## src/rtl/axi_full_mst_line_if.sv

```systemverilog
// AXI4 memory-side bundle between the cache-line master and the SRAM slave.
interface axi_full_mst_line_if #(
  parameter int DW = 64
);
  logic [3:0]      MEM_AWID;
  logic [31:0]     MEM_AWADDR;
  logic [7:0]      MEM_AWLEN;
  logic [2:0]      MEM_AWSIZE;
  logic [1:0]      MEM_AWBURST;
  logic            MEM_AWVALID;
  logic            MEM_AWREADY;
  logic [DW-1:0]   MEM_WDATA;
  logic [DW/8-1:0] MEM_WSTRB;
  logic            MEM_WLAST;
  logic            MEM_WVALID;
  logic            MEM_WREADY;
  logic [3:0]      MEM_BID;
  logic [1:0]      MEM_BRESP;
  logic            MEM_BVALID;
  logic            MEM_BREADY;
  logic [3:0]      MEM_ARID;
  logic [31:0]     MEM_ARADDR;
  logic [7:0]      MEM_ARLEN;
  logic [2:0]      MEM_ARSIZE;
  logic [1:0]      MEM_ARBURST;
  logic            MEM_ARVALID;
  logic            MEM_ARREADY;
  logic [3:0]      MEM_RID;
  logic [DW-1:0]   MEM_RDATA;
  logic [1:0]      MEM_RRESP;
  logic            MEM_RLAST;
  logic            MEM_RVALID;
  logic            MEM_RREADY;

  modport master (
    output MEM_AWID, MEM_AWADDR, MEM_AWLEN, MEM_AWSIZE, MEM_AWBURST, MEM_AWVALID,
    input  MEM_AWREADY,
    output MEM_WDATA, MEM_WSTRB, MEM_WLAST, MEM_WVALID,
    input  MEM_WREADY,
    input  MEM_BID, MEM_BRESP, MEM_BVALID,
    output MEM_BREADY,
    output MEM_ARID, MEM_ARADDR, MEM_ARLEN, MEM_ARSIZE, MEM_ARBURST, MEM_ARVALID,
    input  MEM_ARREADY,
    input  MEM_RID, MEM_RDATA, MEM_RRESP, MEM_RLAST, MEM_RVALID,
    output MEM_RREADY
  );

  modport slave (
    input  MEM_AWID, MEM_AWADDR, MEM_AWLEN, MEM_AWSIZE, MEM_AWBURST, MEM_AWVALID,
    output MEM_AWREADY,
    input  MEM_WDATA, MEM_WSTRB, MEM_WLAST, MEM_WVALID,
    output MEM_WREADY,
    output MEM_BID, MEM_BRESP, MEM_BVALID,
    input  MEM_BREADY,
    input  MEM_ARID, MEM_ARADDR, MEM_ARLEN, MEM_ARSIZE, MEM_ARBURST, MEM_ARVALID,
    output MEM_ARREADY,
    output MEM_RID, MEM_RDATA, MEM_RRESP, MEM_RLAST, MEM_RVALID,
    input  MEM_RREADY
  );
endinterface

```

## src/rtl/axi_full_mst_line.sv

```systemverilog
// Cache-line AXI4 master: turns one line read/write request into a single
// INCR burst of BEATS beats and returns the line / completion on a response.
module axi_full_mst_line #(
  parameter int         DW    = 64,
  parameter int         BEATS = 4,
  parameter logic [3:0] ID    = 4'd0
) (
  input  logic                  CLK,
  input  logic                  RST,
  input  logic                  REQ_VALID,
  output logic                  REQ_READY,
  input  logic                  REQ_WEN,
  input  logic [31:0]           REQ_ADDR,
  input  logic [DW*BEATS-1:0]   REQ_WDATA,
  output logic                  RSP_VALID,
  input  logic                  RSP_READY,
  output logic [DW*BEATS-1:0]   RSP_RDATA,
  output logic                  RSP_ERR,
  axi_full_mst_line_if.master   mem
);

  localparam int          LW        = DW * BEATS;
  localparam int          CW        = (BEATS > 1) ? $clog2(BEATS) : 1;
  localparam logic [31:0] LINE_MASK = ~32'(LW/8 - 1);

  typedef enum logic [2:0] {
    S_IDLE, S_AR, S_R, S_AW, S_W, S_B, S_RSP
  } state_t;

  state_t          state_q, state_d;
  logic [CW-1:0]   cnt_q, cnt_d;
  logic            err_q, err_d;
  logic [31:0]     addr_q, addr_d;
  logic [LW-1:0]   wdata_q, wdata_d;
  logic [LW-1:0]   rdata_q, rdata_d;
  logic            last_beat;
  logic            unused_ids;

  assign last_beat  = (cnt_q == CW'(BEATS - 1));
  assign unused_ids = ^{mem.MEM_BID, mem.MEM_RID};

  always_comb begin
    state_d = state_q;
    cnt_d   = cnt_q;
    err_d   = err_q;
    addr_d  = addr_q;
    wdata_d = wdata_q;
    rdata_d = rdata_q;
    unique case (state_q)
      S_IDLE: begin
        if (REQ_VALID) begin
          addr_d  = REQ_ADDR & LINE_MASK;
          wdata_d = REQ_WDATA;
          err_d   = 1'b0;
          cnt_d   = '0;
          state_d = REQ_WEN ? S_AW : S_AR;
        end
      end
      S_AR: if (mem.MEM_ARREADY) state_d = S_R;
      S_R: begin
        // RLAST is checked against our own beat count, so an early or missing
        // RLAST is flagged but the burst still runs its full length.
        if (mem.MEM_RVALID) begin
          rdata_d[int'(cnt_q)*DW +: DW] = mem.MEM_RDATA;
          if (mem.MEM_RRESP != 2'b00)     err_d = 1'b1;
          if (mem.MEM_RLAST != last_beat) err_d = 1'b1;
          if (last_beat) begin
            cnt_d   = '0;
            state_d = S_RSP;
          end else begin
            cnt_d = cnt_q + CW'(1);
          end
        end
      end
      S_AW: if (mem.MEM_AWREADY) state_d = S_W;
      S_W: begin
        if (mem.MEM_WREADY) begin
          if (last_beat) begin
            cnt_d   = '0;
            state_d = S_B;
          end else begin
            cnt_d = cnt_q + CW'(1);
          end
        end
      end
      S_B: begin
        if (mem.MEM_BVALID) begin
          if (mem.MEM_BRESP != 2'b00) err_d = 1'b1;
          state_d = S_RSP;
        end
      end
      S_RSP: if (RSP_READY) state_d = S_IDLE;
      default: state_d = S_IDLE;
    endcase
  end

  always_ff @(posedge CLK) begin
    if (RST) begin
      state_q <= S_IDLE;
      cnt_q   <= '0;
      err_q   <= 1'b0;
      addr_q  <= '0;
      wdata_q <= '0;
      rdata_q <= '0;
    end else begin
      state_q <= state_d;
      cnt_q   <= cnt_d;
      err_q   <= err_d;
      addr_q  <= addr_d;
      wdata_q <= wdata_d;
      rdata_q <= rdata_d;
    end
  end

  assign REQ_READY = (state_q == S_IDLE);
  assign RSP_VALID = (state_q == S_RSP);
  assign RSP_RDATA = rdata_q;
  assign RSP_ERR   = err_q;

  assign mem.MEM_ARID    = ID;
  assign mem.MEM_ARADDR  = addr_q;
  assign mem.MEM_ARLEN   = 8'(BEATS - 1);
  assign mem.MEM_ARSIZE  = 3'($clog2(DW/8));
  assign mem.MEM_ARBURST = 2'b01;
  assign mem.MEM_ARVALID = (state_q == S_AR);
  assign mem.MEM_RREADY  = (state_q == S_R);

  assign mem.MEM_AWID    = ID;
  assign mem.MEM_AWADDR  = addr_q;
  assign mem.MEM_AWLEN   = 8'(BEATS - 1);
  assign mem.MEM_AWSIZE  = 3'($clog2(DW/8));
  assign mem.MEM_AWBURST = 2'b01;
  assign mem.MEM_AWVALID = (state_q == S_AW);

  assign mem.MEM_WDATA   = wdata_q[int'(cnt_q)*DW +: DW];
  assign mem.MEM_WSTRB   = '1;
  assign mem.MEM_WLAST   = last_beat;
  assign mem.MEM_WVALID  = (state_q == S_W);
  assign mem.MEM_BREADY  = (state_q == S_B);

endmodule

```

## src/flat_wrapper.sv

```systemverilog
// flat-port wrapper written by rule: the top's interface ports become plain ports
module axi_full_mst_line_flat 
#(
  parameter int         DW    = 64,
  parameter int         BEATS = 4,
  parameter logic [3:0] ID    = 4'd0
)
  (CLK, RST, REQ_VALID, REQ_READY, REQ_WEN, REQ_ADDR, REQ_WDATA, RSP_VALID, RSP_READY, RSP_RDATA, RSP_ERR, mem_MEM_AWID, mem_MEM_AWADDR, mem_MEM_AWLEN, mem_MEM_AWSIZE, mem_MEM_AWBURST, mem_MEM_AWVALID, mem_MEM_AWREADY, mem_MEM_WDATA, mem_MEM_WSTRB, mem_MEM_WLAST, mem_MEM_WVALID, mem_MEM_WREADY, mem_MEM_BID, mem_MEM_BRESP, mem_MEM_BVALID, mem_MEM_BREADY, mem_MEM_ARID, mem_MEM_ARADDR, mem_MEM_ARLEN, mem_MEM_ARSIZE, mem_MEM_ARBURST, mem_MEM_ARVALID, mem_MEM_ARREADY, mem_MEM_RID, mem_MEM_RDATA, mem_MEM_RRESP, mem_MEM_RLAST, mem_MEM_RVALID, mem_MEM_RREADY);
  axi_full_mst_line_if #(.DW(DW)) mem_i ();
  input  logic CLK;
  input  logic RST;
  input  logic REQ_VALID;
  output logic REQ_READY;
  input  logic REQ_WEN;
  input  logic [31:0] REQ_ADDR;
  input  logic [DW*BEATS-1:0] REQ_WDATA;
  output logic RSP_VALID;
  input  logic RSP_READY;
  output logic [DW*BEATS-1:0] RSP_RDATA;
  output logic RSP_ERR;
  output wire logic [$bits(mem_i.MEM_AWID)-1:0] mem_MEM_AWID;
  output wire logic [$bits(mem_i.MEM_AWADDR)-1:0] mem_MEM_AWADDR;
  output wire logic [$bits(mem_i.MEM_AWLEN)-1:0] mem_MEM_AWLEN;
  output wire logic [$bits(mem_i.MEM_AWSIZE)-1:0] mem_MEM_AWSIZE;
  output wire logic [$bits(mem_i.MEM_AWBURST)-1:0] mem_MEM_AWBURST;
  output wire logic [$bits(mem_i.MEM_AWVALID)-1:0] mem_MEM_AWVALID;
  input wire logic [$bits(mem_i.MEM_AWREADY)-1:0] mem_MEM_AWREADY;
  output wire logic [$bits(mem_i.MEM_WDATA)-1:0] mem_MEM_WDATA;
  output wire logic [$bits(mem_i.MEM_WSTRB)-1:0] mem_MEM_WSTRB;
  output wire logic [$bits(mem_i.MEM_WLAST)-1:0] mem_MEM_WLAST;
  output wire logic [$bits(mem_i.MEM_WVALID)-1:0] mem_MEM_WVALID;
  input wire logic [$bits(mem_i.MEM_WREADY)-1:0] mem_MEM_WREADY;
  input wire logic [$bits(mem_i.MEM_BID)-1:0] mem_MEM_BID;
  input wire logic [$bits(mem_i.MEM_BRESP)-1:0] mem_MEM_BRESP;
  input wire logic [$bits(mem_i.MEM_BVALID)-1:0] mem_MEM_BVALID;
  output wire logic [$bits(mem_i.MEM_BREADY)-1:0] mem_MEM_BREADY;
  output wire logic [$bits(mem_i.MEM_ARID)-1:0] mem_MEM_ARID;
  output wire logic [$bits(mem_i.MEM_ARADDR)-1:0] mem_MEM_ARADDR;
  output wire logic [$bits(mem_i.MEM_ARLEN)-1:0] mem_MEM_ARLEN;
  output wire logic [$bits(mem_i.MEM_ARSIZE)-1:0] mem_MEM_ARSIZE;
  output wire logic [$bits(mem_i.MEM_ARBURST)-1:0] mem_MEM_ARBURST;
  output wire logic [$bits(mem_i.MEM_ARVALID)-1:0] mem_MEM_ARVALID;
  input wire logic [$bits(mem_i.MEM_ARREADY)-1:0] mem_MEM_ARREADY;
  input wire logic [$bits(mem_i.MEM_RID)-1:0] mem_MEM_RID;
  input wire logic [$bits(mem_i.MEM_RDATA)-1:0] mem_MEM_RDATA;
  input wire logic [$bits(mem_i.MEM_RRESP)-1:0] mem_MEM_RRESP;
  input wire logic [$bits(mem_i.MEM_RLAST)-1:0] mem_MEM_RLAST;
  input wire logic [$bits(mem_i.MEM_RVALID)-1:0] mem_MEM_RVALID;
  output wire logic [$bits(mem_i.MEM_RREADY)-1:0] mem_MEM_RREADY;
  assign mem_MEM_AWID = mem_i.MEM_AWID;
  assign mem_MEM_AWADDR = mem_i.MEM_AWADDR;
  assign mem_MEM_AWLEN = mem_i.MEM_AWLEN;
  assign mem_MEM_AWSIZE = mem_i.MEM_AWSIZE;
  assign mem_MEM_AWBURST = mem_i.MEM_AWBURST;
  assign mem_MEM_AWVALID = mem_i.MEM_AWVALID;
  assign mem_i.MEM_AWREADY = mem_MEM_AWREADY;
  assign mem_MEM_WDATA = mem_i.MEM_WDATA;
  assign mem_MEM_WSTRB = mem_i.MEM_WSTRB;
  assign mem_MEM_WLAST = mem_i.MEM_WLAST;
  assign mem_MEM_WVALID = mem_i.MEM_WVALID;
  assign mem_i.MEM_WREADY = mem_MEM_WREADY;
  assign mem_i.MEM_BID = mem_MEM_BID;
  assign mem_i.MEM_BRESP = mem_MEM_BRESP;
  assign mem_i.MEM_BVALID = mem_MEM_BVALID;
  assign mem_MEM_BREADY = mem_i.MEM_BREADY;
  assign mem_MEM_ARID = mem_i.MEM_ARID;
  assign mem_MEM_ARADDR = mem_i.MEM_ARADDR;
  assign mem_MEM_ARLEN = mem_i.MEM_ARLEN;
  assign mem_MEM_ARSIZE = mem_i.MEM_ARSIZE;
  assign mem_MEM_ARBURST = mem_i.MEM_ARBURST;
  assign mem_MEM_ARVALID = mem_i.MEM_ARVALID;
  assign mem_i.MEM_ARREADY = mem_MEM_ARREADY;
  assign mem_i.MEM_RID = mem_MEM_RID;
  assign mem_i.MEM_RDATA = mem_MEM_RDATA;
  assign mem_i.MEM_RRESP = mem_MEM_RRESP;
  assign mem_i.MEM_RLAST = mem_MEM_RLAST;
  assign mem_i.MEM_RVALID = mem_MEM_RVALID;
  assign mem_MEM_RREADY = mem_i.MEM_RREADY;
  axi_full_mst_line #(.DW(DW), .BEATS(BEATS), .ID(ID)) u_core (.CLK(CLK), .RST(RST), .REQ_VALID(REQ_VALID), .REQ_READY(REQ_READY), .REQ_WEN(REQ_WEN), .REQ_ADDR(REQ_ADDR), .REQ_WDATA(REQ_WDATA), .RSP_VALID(RSP_VALID), .RSP_READY(RSP_READY), .RSP_RDATA(RSP_RDATA), .RSP_ERR(RSP_ERR), .mem(mem_i));
endmodule
```

## config.mk

```make
export PLATFORM = sky130hd
export DESIGN_NAME = axi_full_mst_line_flat
export DESIGN_NICKNAME = d
export VERILOG_FILES = /design/src/rtl/axi_full_mst_line_if.sv /design/src/rtl/axi_full_mst_line.sv /design/src/flat_wrapper.sv
export SDC_FILE = /design/constraint.sdc
export NUM_CORES = 1
export LEC_CHECK = 0
export CORE_AREA = 2 2 315 317
export CTS_BUF_LIST = sky130_fd_sc_hd__clkbuf_4 sky130_fd_sc_hd__clkbuf_8 sky130_fd_sc_hd__clkbuf_16
export CTS_CLUSTER_DIAMETER = 60
export DETAILED_ROUTE_END_ITERATION = 10
export DIE_AREA = 0 0 317 319
export GPL_TIMING_DRIVEN = 1
export PLACE_DENSITY = 0.44
export SLEW_MARGIN = 20
export SYNTH_ARGS = -nofsm -noshare
export SYNTH_HDL_FRONTEND = slang
export SYNTH_SLANG_ARGS = --single-unit
```

## constraint.sdc

```tcl
create_clock -name CLK -period 2.6 [get_ports CLK]
set_input_delay 0.52 -clock CLK [delete_from_list [all_inputs] [get_ports CLK]]
set_output_delay 0.52 -clock CLK [all_outputs]
set_load 0.05 [all_outputs]
```

Yosys cells after proc, flatten, opt, wreduce, memory -nomap -nowiden
Cells that the tools add are included.
{"block": "word_totals", "input_bits": 375, "word_cells": 64, "reg_bits": 545, "output_inout_bits": 435}
{"block": "op_classes", "muxes": 24, "n_eq_ne": 19, "n_shift": 3, "reduce_logical": 10, "add_sub_neg": 2}
{"operator": "bitwise mux 256 bit", "n": 1}
{"operator": "variable shift 64 x 33 -> 256 bit, first input constant", "n": 1}
{"operator": "variable part select 256 x 9 -> 64 bit", "n": 1}
{"operator": "variable part select 64 x 33 -> 256 bit", "n": 1}
{"operator": "negator 8 -> 33 bit", "n": 1}
{"operator": "two-way mux 3 bit", "n": 9}
{"operator": "one-hot mux 3 bit (7 select lines)", "n": 1}
{"operator": "!= test 2 x 1 -> 1 bit, second input constant", "n": 7}
{"operator": "two-way mux 2 bit", "n": 5}
{"operator": "== test 3 bit, second input constant", "n": 3}
{"operator": "AND reduction 9 bit", "n": 1}
{"operator": "== test 3 x 2 -> 1 bit, second input constant", "n": 2}
{"operator": "two-way mux 1 bit", "n": 6}
{"operator": "!= test 2 bit, second input constant", "n": 3}
{"operator": "one-hot mux 2 bit (3 select lines)", "n": 1}
{"operator": "AND reduction 6 bit", "n": 1}
{"operator": "nonzero test 3 bit", "n": 2}
{"operator": "AND reduction 2 bit", "n": 2}
{"operator": "AND reduction 4 bit", "n": 1}
{"operator": "nonzero test 2 bit", "n": 2}
{"operator": "== test 3 x 1 -> 1 bit, second input constant", "n": 1}
{"operator": "logical NOT 3 bit", "n": 1}
{"operator": "!= test 3 x 1 -> 1 bit, second input constant", "n": 1}
{"operator": "one-hot mux 1 bit (3 select lines)", "n": 1}
{"operator": "3 further kinds", "n": 3}

Logic depth before layout (Yosys ltp)
Gate-level depths: netlist of run 1.
{"block": "logic_depth", "ltp_word": 5, "mapped_depth": 9, "mapped_depth_nobuf": 5}

Worst setup path after synthesis of run 1
OpenSTA, ideal clock, no wires.
{"block": "synth_timing", "kind": "register -> register", "from": "register u_core.cnt_q[1]", "to": "register u_core.rdata_q[135] (netlist: u_core.RSP_RDATA[135])", "path_slack_ns": 0.057, "path_stages_with_launch": 10, "path_buffers": 4, "synth_period_minus_slack_ns": 2.543, "t_required_ns": 2.530, "setup_time_ns": 0.070, "t_arrival_ns": 2.473, "path_cell_list": "dfxtp_1 > clkbuf_1 > clkbuf_1 > inv_1 > ha_1 > nor3b_1 > buf_1 > buf_1 > nand3_1 > a21oi_1"}
{"block": "synth_via", "elab_chain_cells": 3, "elab_cells_between_ends": 4, "cone_classes": "add/sub (1); shift (2); mux (1)"}
{"item": "start: declaration", "line": "axi_full_mst_line.sv:31", "rtl": "logic [CW-1:0] cnt_q, cnt_d;"}
{"item": "start signal: assignment", "line": "axi_full_mst_line.sv:107", "rtl": "cnt_q <= cnt_d;"}
{"item": "negator 8 -> 33 bit *", "line": "axi_full_mst_line.sv:64", "rtl": "rdata_d[int'(cnt_q)*DW +: DW] = mem.MEM_RDATA;"}
{"item": "variable part select 64 x 33 -> 256 bit or variable shift 64 x 33 -> 256 bit (tied branches)", "line": "axi_full_mst_line.sv:64"}
{"item": "bitwise mux 256 bit *", "line": "axi_full_mst_line.sv:64"}
{"item": "end signal: assignment", "line": "axi_full_mst_line.sv:111", "rtl": "rdata_q <= rdata_d;"}
{"item": "end: declaration", "line": "axi_full_mst_line.sv:35", "rtl": "logic [LW-1:0] rdata_q, rdata_d;"}
Mark *: on every way between the ends. The rest lies on a longest branch, timed or not.
A chain may end at the register's enable or synchronous reset.

Final worst setup path of run 1
{"block": "layout_timing", "from": "register u_core.cnt_q[0]", "to": "output port mem_MEM_WDATA[18]"}
{"block": "layout_via", "elab_chain_cells": 1}
{"item": "variable part select 256 x 9 -> 64 bit", "line": "axi_full_mst_line.sv:135", "rtl": "assign mem.MEM_WDATA = wdata_q[int'(cnt_q)*DW +: DW];"}
{"item": "end: declaration", "line": "flat_wrapper.sv:28", "rtl": "output wire logic [$bits(mem_i.MEM_WDATA)-1:0] mem_MEM_WDATA;"}
Every way passes these cells.

==> impl_metrics.yaml, run 1 <==
power:
  vdd_drop_max_mv: 0.6377
  total_power_uw: 31690
  leakagePower_uw: 0.01167
  power_density_nw_per_um2: 947.6
grt:
  grtUsageTotal: 0.1814
  met2_usage: 0.3159
  met1_usage: 0.2197
  antenna_found_initial: 10
  use_met3: 0.03980
  grt_max_degree: 85
  grt_overflow: 0
  grt_pass1_vias: 19850
  grt_busiest_layer: "met2"
  grt_pass1_wl_um: 137200
drt:
  vias: 20600
  drtPass1Iterations: 6
  ant_nets: 0
  drc_errors: 0
  viasPerCell: 4.449
  wire_per_inst_um: 20.73
  routed_wirelength_um: 95980
  drt_iter0_drc: 1192
worst_setup_path:
  critPathArrivalTime_ns: 2.10
  cp_slowest_cell: "mux4_2"
  cp.depth: 4
  crit_chain: "buf_12 > clkbuf_16 > mux4_2 > buf_6"
  max_stage_delay_ns: 0.54
  reg2reg_from: "u_core.cnt_q[0]$_SDFFE_PP0P_"
  cp_num_buf_inv: 3
  crit_fanout: 9
  setup.worst_path.end_class: "output port"
  cp-start-kind: "register"
  regToRegSetupSlack_ns: 0.43
  r2r-end: "u_core.RSP_RDATA[69]$_SDFFE_PP0P_"
  cp_top_family: "multiplexers"
  crit_required_ns: 2.08
  crit_type: "register to output port"
  worstRegToRegCells: 8
yosys:
  synthDistinctLibCells: 40
  avgSynthCellArea_um2: 8.259
  synthCells: 2604
  yosys_warnings: 0
  syn_area_um2: 21510
  seq_area_frac_synth: 0.5073
  synth_seq_cells: 545
final_layout:
  nets: 3659
  num-fill-cells: 10280
  drive_above_1_share: 0.1193
  multiInputGateArea_um2: 9248
  utilization: 0.3423
  seqCellArea_um2: 10920
  syn2layout_area_growth_pct: 55.50
  finalNonFillerCells: 4630
worst_hold_path:
  hp-class: "primary input to register"
  worstHoldStart: "RST"
  holdPathEnd: "u_core.wdata_q[138]$_SDFFE_PP0P_"
  hold_path_depth: 2
timing:
  maxSlewViolCount: 0
  worstMarginPinSlew_ns: 0.6738
  slew_headroom: 0.5494
  layout_setup_ws_ns: -0.02016
  rsz0062_at_grt: "true"
  period_share: 1.008
  timing.fmax_mhz: 381.7
  hold_viol: 0
  fin_skew_ns: 0.01738
  setup_viol: 8
  period_needed_ns: 2.620
run:
  cap_violations: 0
floorplanning:
  core_um2: 97700
  dieArea_um2: 101100
  num_rows: 115
  initial_core_util: 0.2201
  io_pins: 810
  die_h_um: 319
  die_w_um: 317
placed_design:
  port_buffers: 744
  place_ws_ns: 0.1289
  post-place-cells: 4478
  hpwl_um: 68310
  gp_congestion: 0.7978
cts:
  clkSinkCount: 545
  htreeDepth: 3
  path_clk_slew_ns: 0.05
  cts_tree: "yes"
  root_buffer: "clkbuf_16"
  clockBufferDepth: 3
  clk_latency_ns: 0.62
  ctsHoldBuffers: 0
  cts_made_buffers: 76
run_status:
  status: "finished, violations left"
  violations: "negative setup slack"
through the flow:
| stage | setup TNS [ns] | hold WS [ns] | instance area [um2] |
|---|---|---|---|
| 3_3_place_gp | 0 | 0.4378 | 30410 |
| 2_1_floorplan | 0 | 0.4331 | 21690 |
| 4_1_cts | -4.667 | 0.2571 | 33320 |
| 6_report | -0.06085 | 0.3121 | 33440 |
| 3_5_place_dp | 0 | 0.4428 | 30410 |
| 5_1_grt | -3.730 | 0.3034 | 33440 |
power by group:
group | internal [uW] | leakage (uW) | switching, uW
Clock | 6740 | 0.00130 | 4100
Combinational | 3890 | 0.00593 | 6790
Sequential | 9500 | 0.00443 | 666
sequential cells by signal (all words and copies together), names as in the netlist:
| signal | flops |
|---|---|
| u_core.state_q | 3 |
| u_core.mem.MEM_ARADDR | 27 |
| u_core.RSP_RDATA | 256 |
| u_core.cnt_q | 2 |
| u_core.wdata_q | 256 |
| u_core.RSP_ERR | 1 |
cell usage in the layout, fill, tap and decap left out, types with 2 or more instances in the layout:
cell / count
mux4_2: 64
nand2_2: 4
dlygate4sd2_1: 2
nor3b_2: 3
and2_2: 4
nand2_1: 824
bufinv_16: 7
diode_2: 7
and2_1: 2
nor2_1: 11
buf_8: 2
buf_16: 4
clkbuf_4: 21
ha_1: 6
clkbuf_8: 10
mux2i_1: 3
clkinvlp_4: 5
inv_1: 3
clkdlybuf4s50_1: 671
a21oi_1: 542
o21ai_0: 3
buf_12: 51
buf_6: 53
buf_4: 63
inv_6: 4
nor2b_1: 4
nand3_1: 256
dfxtp_4: 2
dfxtp_1: 543
clkinv_2: 7
conb_1: 52
clkbuf_16: 80
xnor2_1: 2
cells by family after synthesis:
logic type / after synthesis / synth area share
other: 2 / 0.0003492
adder cells (fa/ha/maj): 6 / 0.003491
flip-flops: 545 / 0.5073
XOR/XNOR: 2 / 0.0008147
AND/OR/NAND/NOR: 1123 / 0.2154
buffers and inverters: 305 / 0.07377
multiplexers: 68 / 0.06894
AO/OA/AOI/OAI: 553 / 0.1299
cell usage after synthesis:
library cell | instances | share of area
a2111oi_0 | 1 | 0.00041
a211oi_1 | 1 | 0.00035
a21boi_0 | 1 | 0.00035
a21oi_1 | 542 | 0.13
a22oi_1 | 1 | 0.00035
a311oi_1 | 1 | 0.00041
a41oi_1 | 1 | 0.00041
and2_1 | 7 | 0.0020
and4_1 | 1 | 0.00041
and4bb_2 | 1 | 0.00058
buf_1 | 20 | 0.0035
buf_2 | 47 | 0.011
buf_4 | 102 | 0.036
clkbuf_1 | 133 | 0.023
conb_1 | 2 | 0.00035
dfxtp_1 | 545 | 0.51
ha_1 | 6 | 0.0035
inv_1 | 3 | 0.00052
mux2_2 | 1 | 0.00052
mux2i_1 | 3 | 0.0014
mux4_2 | 64 | 0.067
nand2_1 | 829 | 0.14
nand2b_1 | 1 | 0.00029
nand3_1 | 256 | 0.060
nand3b_1 | 1 | 0.00035
nand4_1 | 1 | 0.00029
nor2_1 | 11 | 0.0019
nor2b_1 | 4 | 0.0012
nor3_1 | 2 | 0.00047
nor3_2 | 1 | 0.00047
nor3b_1 | 3 | 0.0010
nor4bb_1 | 1 | 0.00047
o21a_1 | 1 | 0.00035
o21ai_0 | 3 | 0.00070
o21ba_2 | 1 | 0.00047
or2_2 | 1 | 0.00029
or3_4 | 1 | 0.00052
or4_1 | 1 | 0.00035
or4b_2 | 1 | 0.00047
xnor2_1 | 2 | 0.00081
worst register-to-register path: cells and delay by family, from the launching register on:
| kind | cells | cell delay (ns) |
|---|---|---|
| buffers and inverters | 4 | 0.77 |
| flip-flops | 1 | 0.39 |
| AND/OR/NAND/NOR | 2 | 0.37 |
| adder cells (fa/ha/maj) | 1 | 0.41 |
| AO/OA/AOI/OAI | 1 | 0.16 |
what timing repair did:
action	4_1_cts	5_1_grt
endpoints found under the setup margin	67	64
resized for setup	57	9
setup buffers	2	4
gates cloned	2	2
how the worst max path moves through the flow:
stage                                       startpoint  slack (ns)                            endpoint
after floorplan           u_core.cnt_q[1]$_SDFFE_PP0P_        0.06  u_core.RSP_RDATA[135]$_SDFFE_PP0P_
after global placement                  mem_MEM_RVALID        0.16   u_core.RSP_RDATA[70]$_SDFFE_PP0P_
after detailed placement                mem_MEM_RVALID        0.13   u_core.RSP_RDATA[69]$_SDFFE_PP0P_
after CTS                 u_core.cnt_q[0]$_SDFFE_PP0P_       -0.12                   mem_MEM_WDATA[31]
after global routing      u_core.cnt_q[0]$_SDFFE_PP0P_       -0.09                    mem_MEM_WDATA[4]
final                     u_core.cnt_q[0]$_SDFFE_PP0P_       -0.02                   mem_MEM_WDATA[18]
routing by layer:
layer | wire length [um] | part of all wire
met2 | 48110 | 0.50
met1 | 39930 | 0.42
met5 | 27 | 0.00028
met3 | 5622 | 0.059
met4 | 2297 | 0.024
final cells by class:
| class | count | area share |
|---|---|---|
| timing repair buffer | 848 | 0.2696 |
| clock buffer | 109 | 0.06720 |
| tap | 1287 | 0.04815 |
| inverter | 3 | 0.0003367 |
| sequential | 545 | 0.3265 |
| clock inverter | 27 | 0.01119 |
| multi-input combinational | 1804 | 0.2765 |
| antenna | 7 | 0.0005238 |
No activity file was read; power rests on OpenSTA's default activity.
==> run 2: changes to the inputs <==
Settings changed: ABC_AREA from default to 1, CORE_AREA 2 2 315 317 to 2 2 318 320, DIE_AREA 0 0 317 319 to 0 0 320 322, PLACE_DENSITY 0.44 to 0.46.
==> run 2 against run 1 <==
Compared with the run above: the run still ends with negative setup slack left; clock skew grew 0.012 ns; flip-flop and latch count is the same; setup slack gained 0.016 ns; largest cell class unchanged; largest power group is now combinational logic; highest routed layer unchanged.
==> impl_metrics.yaml, run 2 <==
final_layout:
  num-fill-cells: 10550
  final_common_cell: "clkdlybuf4s50_1"
  drive_above_1_share: 0.1202
  nets: 4164
  syn2layout_area_growth_pct: 54.27
  finalNonFillerCells: 5144
  mostFrequentLayoutCells: "clkdlybuf4s50_1 (666), dfxtp_1 (543), a21oi_1 (536)"
yosys:
  synth_xor_area_frac: 0
  synth.most_common_cell: "dfxtp_1"
  synth_edf_count: 0
  synth_area_leaders: "dfxtp_1 (47%), a21oi_1 (11%), nand3_1 (7.7%)"
  synthDistinctLibCells: 25
  async_reset_ff_frac: 0
  syn_area_um2: 23330
  yosys_warnings: 0
  synth-compound-area-share: 0.1628
  yosys.area.top_type_share: 0.4676
  synth_fa_ha_area_frac: 0.003217
  synthTopCellsByCount: "dfxtp_1 (545), a21oi_1 (536), nand2_1 (446)"
  synth_top_family_by_area: "simple AND/OR/NAND/NOR gates"
  seq_area_frac_synth: 0.4676
  synth_mux_area_frac: 0
  synthCells: 3162
  synth_area_leader_cell: "dfxtp_1"
  avgSynthCellArea_um2: 7.380
  synthSimpleGateAreaFrac: 0.2705
  synth_seq_cells: 545
  synthFlopType: "dfxtp_1"
cts:
  htreeDepth: 3
  cts_tree: "yes"
  root_buffer: "clkbuf_16"
  ctsHoldBuffers: 0
  clkSinkCount: 545
  clk_latency_ns: 0.64
  path_clk_slew_ns: 0.06
  clockBufferDepth: 3
  cts_made_buffers: 75
drt:
  viasPerCell: 4.685
  vias: 24100
  drt_iter0_drc: 1451
  route.met3.wl_um: 9420
  routed-wl-met2_um: 50590
  routed_wirelength_um: 108100
  top_layer: "met5"
  wire_per_inst_um: 21.01
  drtPass1Iterations: 5
  ant_nets: 0
  drc_errors: 0
  wl_met1_um: 46010
placed_design:
  place_ws_ns: 0.1214
  port_buffers: 744
  gp_congestion: 0.7958
  hpwl_um: 71840
  post-place-cells: 4980
power:
  combPwrFrac: 0.516
  clock_power_share: 0.249
  power_density_nw_per_um2: 1155
  p_int_uw: 23570
  vdd_drop_max_mv: 0.7913
  leakagePower_uw: 0.01305
  p_seq_frac: 0.236
  swShare: 0.4329
  power.switching_uw: 17990
worst_setup_path:
  startpoint: "u_core.cnt_q[0]$_SDFFE_PP0P_"
  reg2reg_from: "u_core.cnt_q[1]$_SDFFE_PP0P_"
  crit_type: "register to output port"
  crit_fanout: 10
  critPathArrivalTime_ns: 2.08
  crit_required_ns: 2.08
  setup.worst_path.end_class: "output port"
  cp-start-kind: "register"
floorplanning:
  die_w_um: 320
  die_h_um: 322
  core_um2: 99570
  num_rows: 116
  initial_core_util: 0.2344
  io_pins: 810
  dieArea_um2: 103000
run_status:
  status: "finished, violations left"
  violations: "negative setup slack"
grt:
  grt_max_degree: 105
  antenna_found_initial: 39
  grt_pass1_wl_um: 154300
  grt_overflow: 0
  grt_pass1_vias: 23140
  grtUsageTotal: 0.1979
timing:
  period_share: 1.002
  period_needed_ns: 2.605
  rsz0062_at_grt: "true"
  maxSlewViolCount: 0
  setup_viol: 2
  worstMarginPinSlew_ns: 0.7623
  slew_headroom: 0.4902
  fin_skew_ns: 0.02964
  timing.fmax_mhz: 383.9
  layout_setup_ws_ns: -0.004515
  tns_ns: -0.007367
  hold_viol: 0
worst_hold_path:
  worstHoldStart: "REQ_VALID"
  hp-class: "primary input to register"
run:
  cap_violations: 0
==> run 2: cell types whose count changed in the layout (fill, tap and decap cells not counted), moves of 45 or more <==
| cell | previous run | this run |
|---|---|---|
| buf_12 | 51 | 97 |
| buf_6 | 53 | 8 |
| inv_1 | 3 | 80 |
| mux4_2 | 64 | 0 |
| nand2_1 | 824 | 440 |
| nand3_1 | 256 | 360 |
| nor2_1 | 11 | 399 |
| nor3_1 | 1 | 134 |
| nor3_2 | 1 | 54 |
| o21ai_0 | 3 | 119 |
| o22ai_2 | 0 | 47 |
==> run 2: worst paths after layout <==
check,to,depth (start not counted),slack (ns)
worst max-delay path,mem_MEM_WDATA[63],6,-0.005
worst max register to register,u_core.RSP_RDATA[102]$_SDFFE_PP0P_,9,0.23
worst min-delay path,u_core.wdata_q[198]$_SDFFE_PP0P_,3,0.23
worst min register to register,u_core.wdata_q[114]$_SDFFE_PP0P_,2,0.46
==> run 2: area by class of cell <==
| class | count | area [um2] | area share |
|---|---|---|---|
| Inverter | 87 | 340.3 | 0.009454 |
| Tap cell | 1298 | 1624 | 0.04511 |
| Clock buffer | 104 | 2163 | 0.06010 |
| Sequential cell | 545 | 10920 | 0.3033 |
| Timing Repair Buffer | 866 | 9882 | 0.2745 |
| Multi-Input combinational cell | 2208 | 10750 | 0.2985 |
| Clock inverter | 24 | 295.3 | 0.008203 |
| Antenna cell | 12 | 30.03 | 0.0008342 |
==> run 2: worst max-delay path: stages, from the launching register on <==
cell and delay [ns]:
dfxtp_4 0.41, buf_16 0.21, buf_4 0.18, o21ai_0 0.09, o22ai_1 0.22, buf_4 0.20, buf_12 0.14
==> run 2: power by group through the flow <==
stage	Clock, uW	Combinational, uW	Sequential (uW)
2_1_floorplan	0	10200	10300
3_3_place_gp	0	19500	9910
3_5_place_dp	0	19400	9920
4_1_cts	10700	21100	9770
5_1_grt	11000	22800	9890
6_report	10300	21400	9790
==> run 2: timing repair <==
| action | in CTS | in global routing |
|---|---|---|
| setup endpoints to repair | 65 | 113 |
| gates cloned | 8 | 4 |
| buffers inserted | 10 | 2 |
| gates resized for setup | 61 | 49 |
| pin swaps | 13 | 9 |
==> run 2: through the flow <==
stage | power [uW] | instance area (um2) | utilization | hold WS [ns]
6_report | 41560 | 36000 | 0.3616 | 0.2313
5_1_grt | 43630 | 35980 | 0.3614 | 0.2142
4_1_cts | 41490 | 35630 | 0.3578 | 0.1747
3_5_place_dp | 29350 | 32550 | 0.3269 | 0.4496
3_3_place_gp | 29370 | 32550 | 0.3269 | 0.4453
2_1_floorplan | 20490 | 23520 | - | 0.4365
==> run 2: cells by family after synthesis <==
family	after synthesis
compound gates	740
buf+inv	459
fa+ha+maj	6
other cells	2
simple gates	1410
flops	545
==> run 2: layer usage <==
metal / track usage / up-vias
met5: 0 / -
met4: 0.05269 / 46
met3: 0.07300 / 144
met2: 0.3233 / 747
met1: 0.2442 / 11390
li1: - / 11770
==> edit, RTL diff (flow settings as in run 2) <==
Take the reset off `rdata_q` and load it in a clocked block of its own.
--- a/src/rtl/axi_full_mst_line.sv
+++ b/src/rtl/axi_full_mst_line.sv
@@ -103,3 +103,2 @@
       wdata_q <= '0;
-      rdata_q <= '0;
     end else begin
@@ -110,4 +109,7 @@
       wdata_q <= wdata_d;
-      rdata_q <= rdata_d;
     end
+  end
+
+  always_ff @(posedge CLK) begin
+    rdata_q <= rdata_d;
   end
Behaviour: differs if RST is asserted again (counterexample within 4 cycles, from zero or initial values and one cycle with RST high); with RST held inactive, the same outputs for 4 cycles.
==> edit against run 2 <==
  * Wire length is 8.6% lower
  * Global-route usage is 1.6 points lower
  * First-iteration DRC count shrank 11%
  * Setup slack improved by 25 ps
  * Die area stayed put
  * Clock skew is 3.9 ps lower
  * Sequential cell count is the same
  * Largest cell class unchanged
  * Register-to-register slack improved by 170 ps
  * Total power is 1.0% higher
  * Cell area down 2.6%
  * Worst hold slack better by 78 ps
  * Non-clock buffer count shrank 19
  * Area after synthesis is 3.5% lower
  * Largest power group unchanged
==> edit: results (changes against run 2) <==
Status -> finished clean (was finished with violations)
First-pass GRT wire length -> 137700 microns (was 154300 microns)
Final nets -> 3493 (was 4164)
Total GRT Usage -> 18.17% (was 19.79%)
VDD IR max -> 784.5 uV (was 791.3 uV)
Static Leak -> 12.69 nW (was 13.05 nW)
Initial antenna violation count -> 53 (was 39)
Skew final -> 25.73 ps (was 29.64 ps)
EDFF count, synth -> 256 (was 0)
Routing usage on met1 -> 22.10% (was 24.42%)
Starting DRT DRC Count -> 1286 (was 1451)
Routability congestion estimate from global placement -> 0.7954 (was 0.7958)
FILL cells -> 10220 (was 10550)
Cells after synthesis -> 2427 (was 3162)
Clk_lat worst skew -> 640 ps (about the same)
Endpoints failing setup -> 0 (was 2)
Vias in the first global route -> 19630 (was 23140)
Placed insts -> 4312 (was 4980)
Wirelength per Cell -> 22.04 microns (was 21.01 microns)
Total CTS buffers -> 72 (was 75)
Worst Path Arrival -> 2060 ps (was 2080 ps)
Synth area leaders -> edfxtp_1 34%, dfxtp_1 26%, a21oi_1 6.4% (was dfxtp_1 47%, a21oi_1 11%, nand3_1 7.7%)
Share of cells above drive strength 1 -> 12.53% (was 12.02%)
Worst-margin pin slew -> 629.5 ps (was 762.3 ps)
CP peak stage delay -> 380 ps (was 410 ps)
Post-synthesis sequential area ratio -> 59.83% (was 46.76%)
Top post-synthesis cells by count -> 303 x nand2_1, 289 x dfxtp_1, 286 x a21oi_1 (was 545 x dfxtp_1, 536 x a21oi_1, 446 x nand2_1)
Met3 Use GR -> 7.262% (was 7.300%)
CP max FO -> 9 (was 10)
Met2 Track Usage GR -> 28.91% (was 32.33%)
Largest net degree at the start of global routing -> 84 (was 105)
Netlist cell types -> 26 (was 25)
Post-DP HPWL -> 67580 microns (was 71840 microns)
DP Worst Slack -> 222.2 ps (was 121.4 ps)
==> edit: changes by cell type after synthesis, moves of 6 or more <==
cell	delta
nor3_2	-54
nand3_2	+10
buf_2	-58
nor2_1	-119
dfxtp_1	-256
nand2_1	-143
a21oi_1	-250
buf_6	+18
inv_1	+6
clkbuf_1	-48
edfxtp_1	+256
buf_4	+7
nand3_1	-78
==> edit: area by class of cell <==
type / count / area, sq um / share of cell area [%]
clock inverters: 30 / 295.3 / 0.8426
repair buffers: 847 / 9573 / 27.32
well taps: 1298 / 1624 / 4.634
clock buffers: 100 / 2061 / 5.880
diodes: 15 / 37.54 / 0.1071
flip-flops and latches: 545 / 13480 / 38.46
inverters: 88 / 360.3 / 1.028
multi-input cells: 1555 / 7585 / 21.64
repair inverters: 3 / 31.28 / 0.08926
==> edit: stage by stage <==
step	hold slack, ps	TNS [ps]
after global placement	445.7	0
after detailed placement	448.9	0
after global routing	282.9	-884.4
final	309.0	0
after floorplan	436.5	0
after CTS	256.4	-563.3
==> edit: repair_timing <==
action / in CTS / in global routing
gates resized for setup: 70 / 53
hold buffers: 0 / 0
cloned: 5 / 6
hold endpoints to repair: 0 / 0
setup endpoints to repair: 63 / 44
buffers inserted: 11 / 4
pin swaps: 11 / 5
==> edit: critical path, delay by kind of cell, from the launching register on <==
kind / cells / cell delay (ps)
buffers and inverters: 4 / 640
DFF: 1 / 380
AOI/OAI and AO/OA: 2 / 390
==> edit: power breakdown <==
| part | leakage (nW) | total (mW) | switching [mW] | internal, mW |
|---|---|---|---|---|
| clock | 1.18 | 9.84 | 4.02 | 5.82 |
| combinational | 6.77 | 21.2 | 13.3 | 7.87 |
| sequential | 4.73 | 11.0 | 0.598 | 10.4 |
==> edit: cells by family (layout without fill, tap and decap cells) <==
logic type / count (synthesis) / after routing / share of synthesized area [%]
flip-flops: 545 / 545 / 59.83
buffers and inverters: 377 / 1068 / 9.051
adder cells (fa/ha/maj): 6 / 6 / 0.3334
other: 2 / 67 / 0.03335
AO/OA/AOI/OAI: 485 / 485 / 11.14
AND/OR/NAND/NOR: 1012 / 1012 / 19.61
==> edit: routing by layer <==
metal,up-vias,part of all wire [%]
li1,9597,-
met1,9630,41
met2,720,47
met3,174,9.3
met4,62,2.3
met5,-,0.43
==> edit: path summary, 6_finish.rpt <==
path | slack, ps | start | cells past startpoint | to
max | 20 | u_core.cnt_q[0]$_SDFFE_PP0P_ | 6 | mem_MEM_WDATA[2]
min | 310 | REQ_VALID | 3 | u_core.wdata_q[207]$_SDFFE_PP0P_
max reg2reg | 400 | u_core.cnt_q[0]$_SDFFE_PP0P_ | 8 | u_core.RSP_RDATA[93]$_DFFE_PP_
min reg2reg | 460 | u_core.wdata_q[87]$_SDFFE_PP0P_ | 2 | u_core.wdata_q[87]$_SDFFE_PP0P_
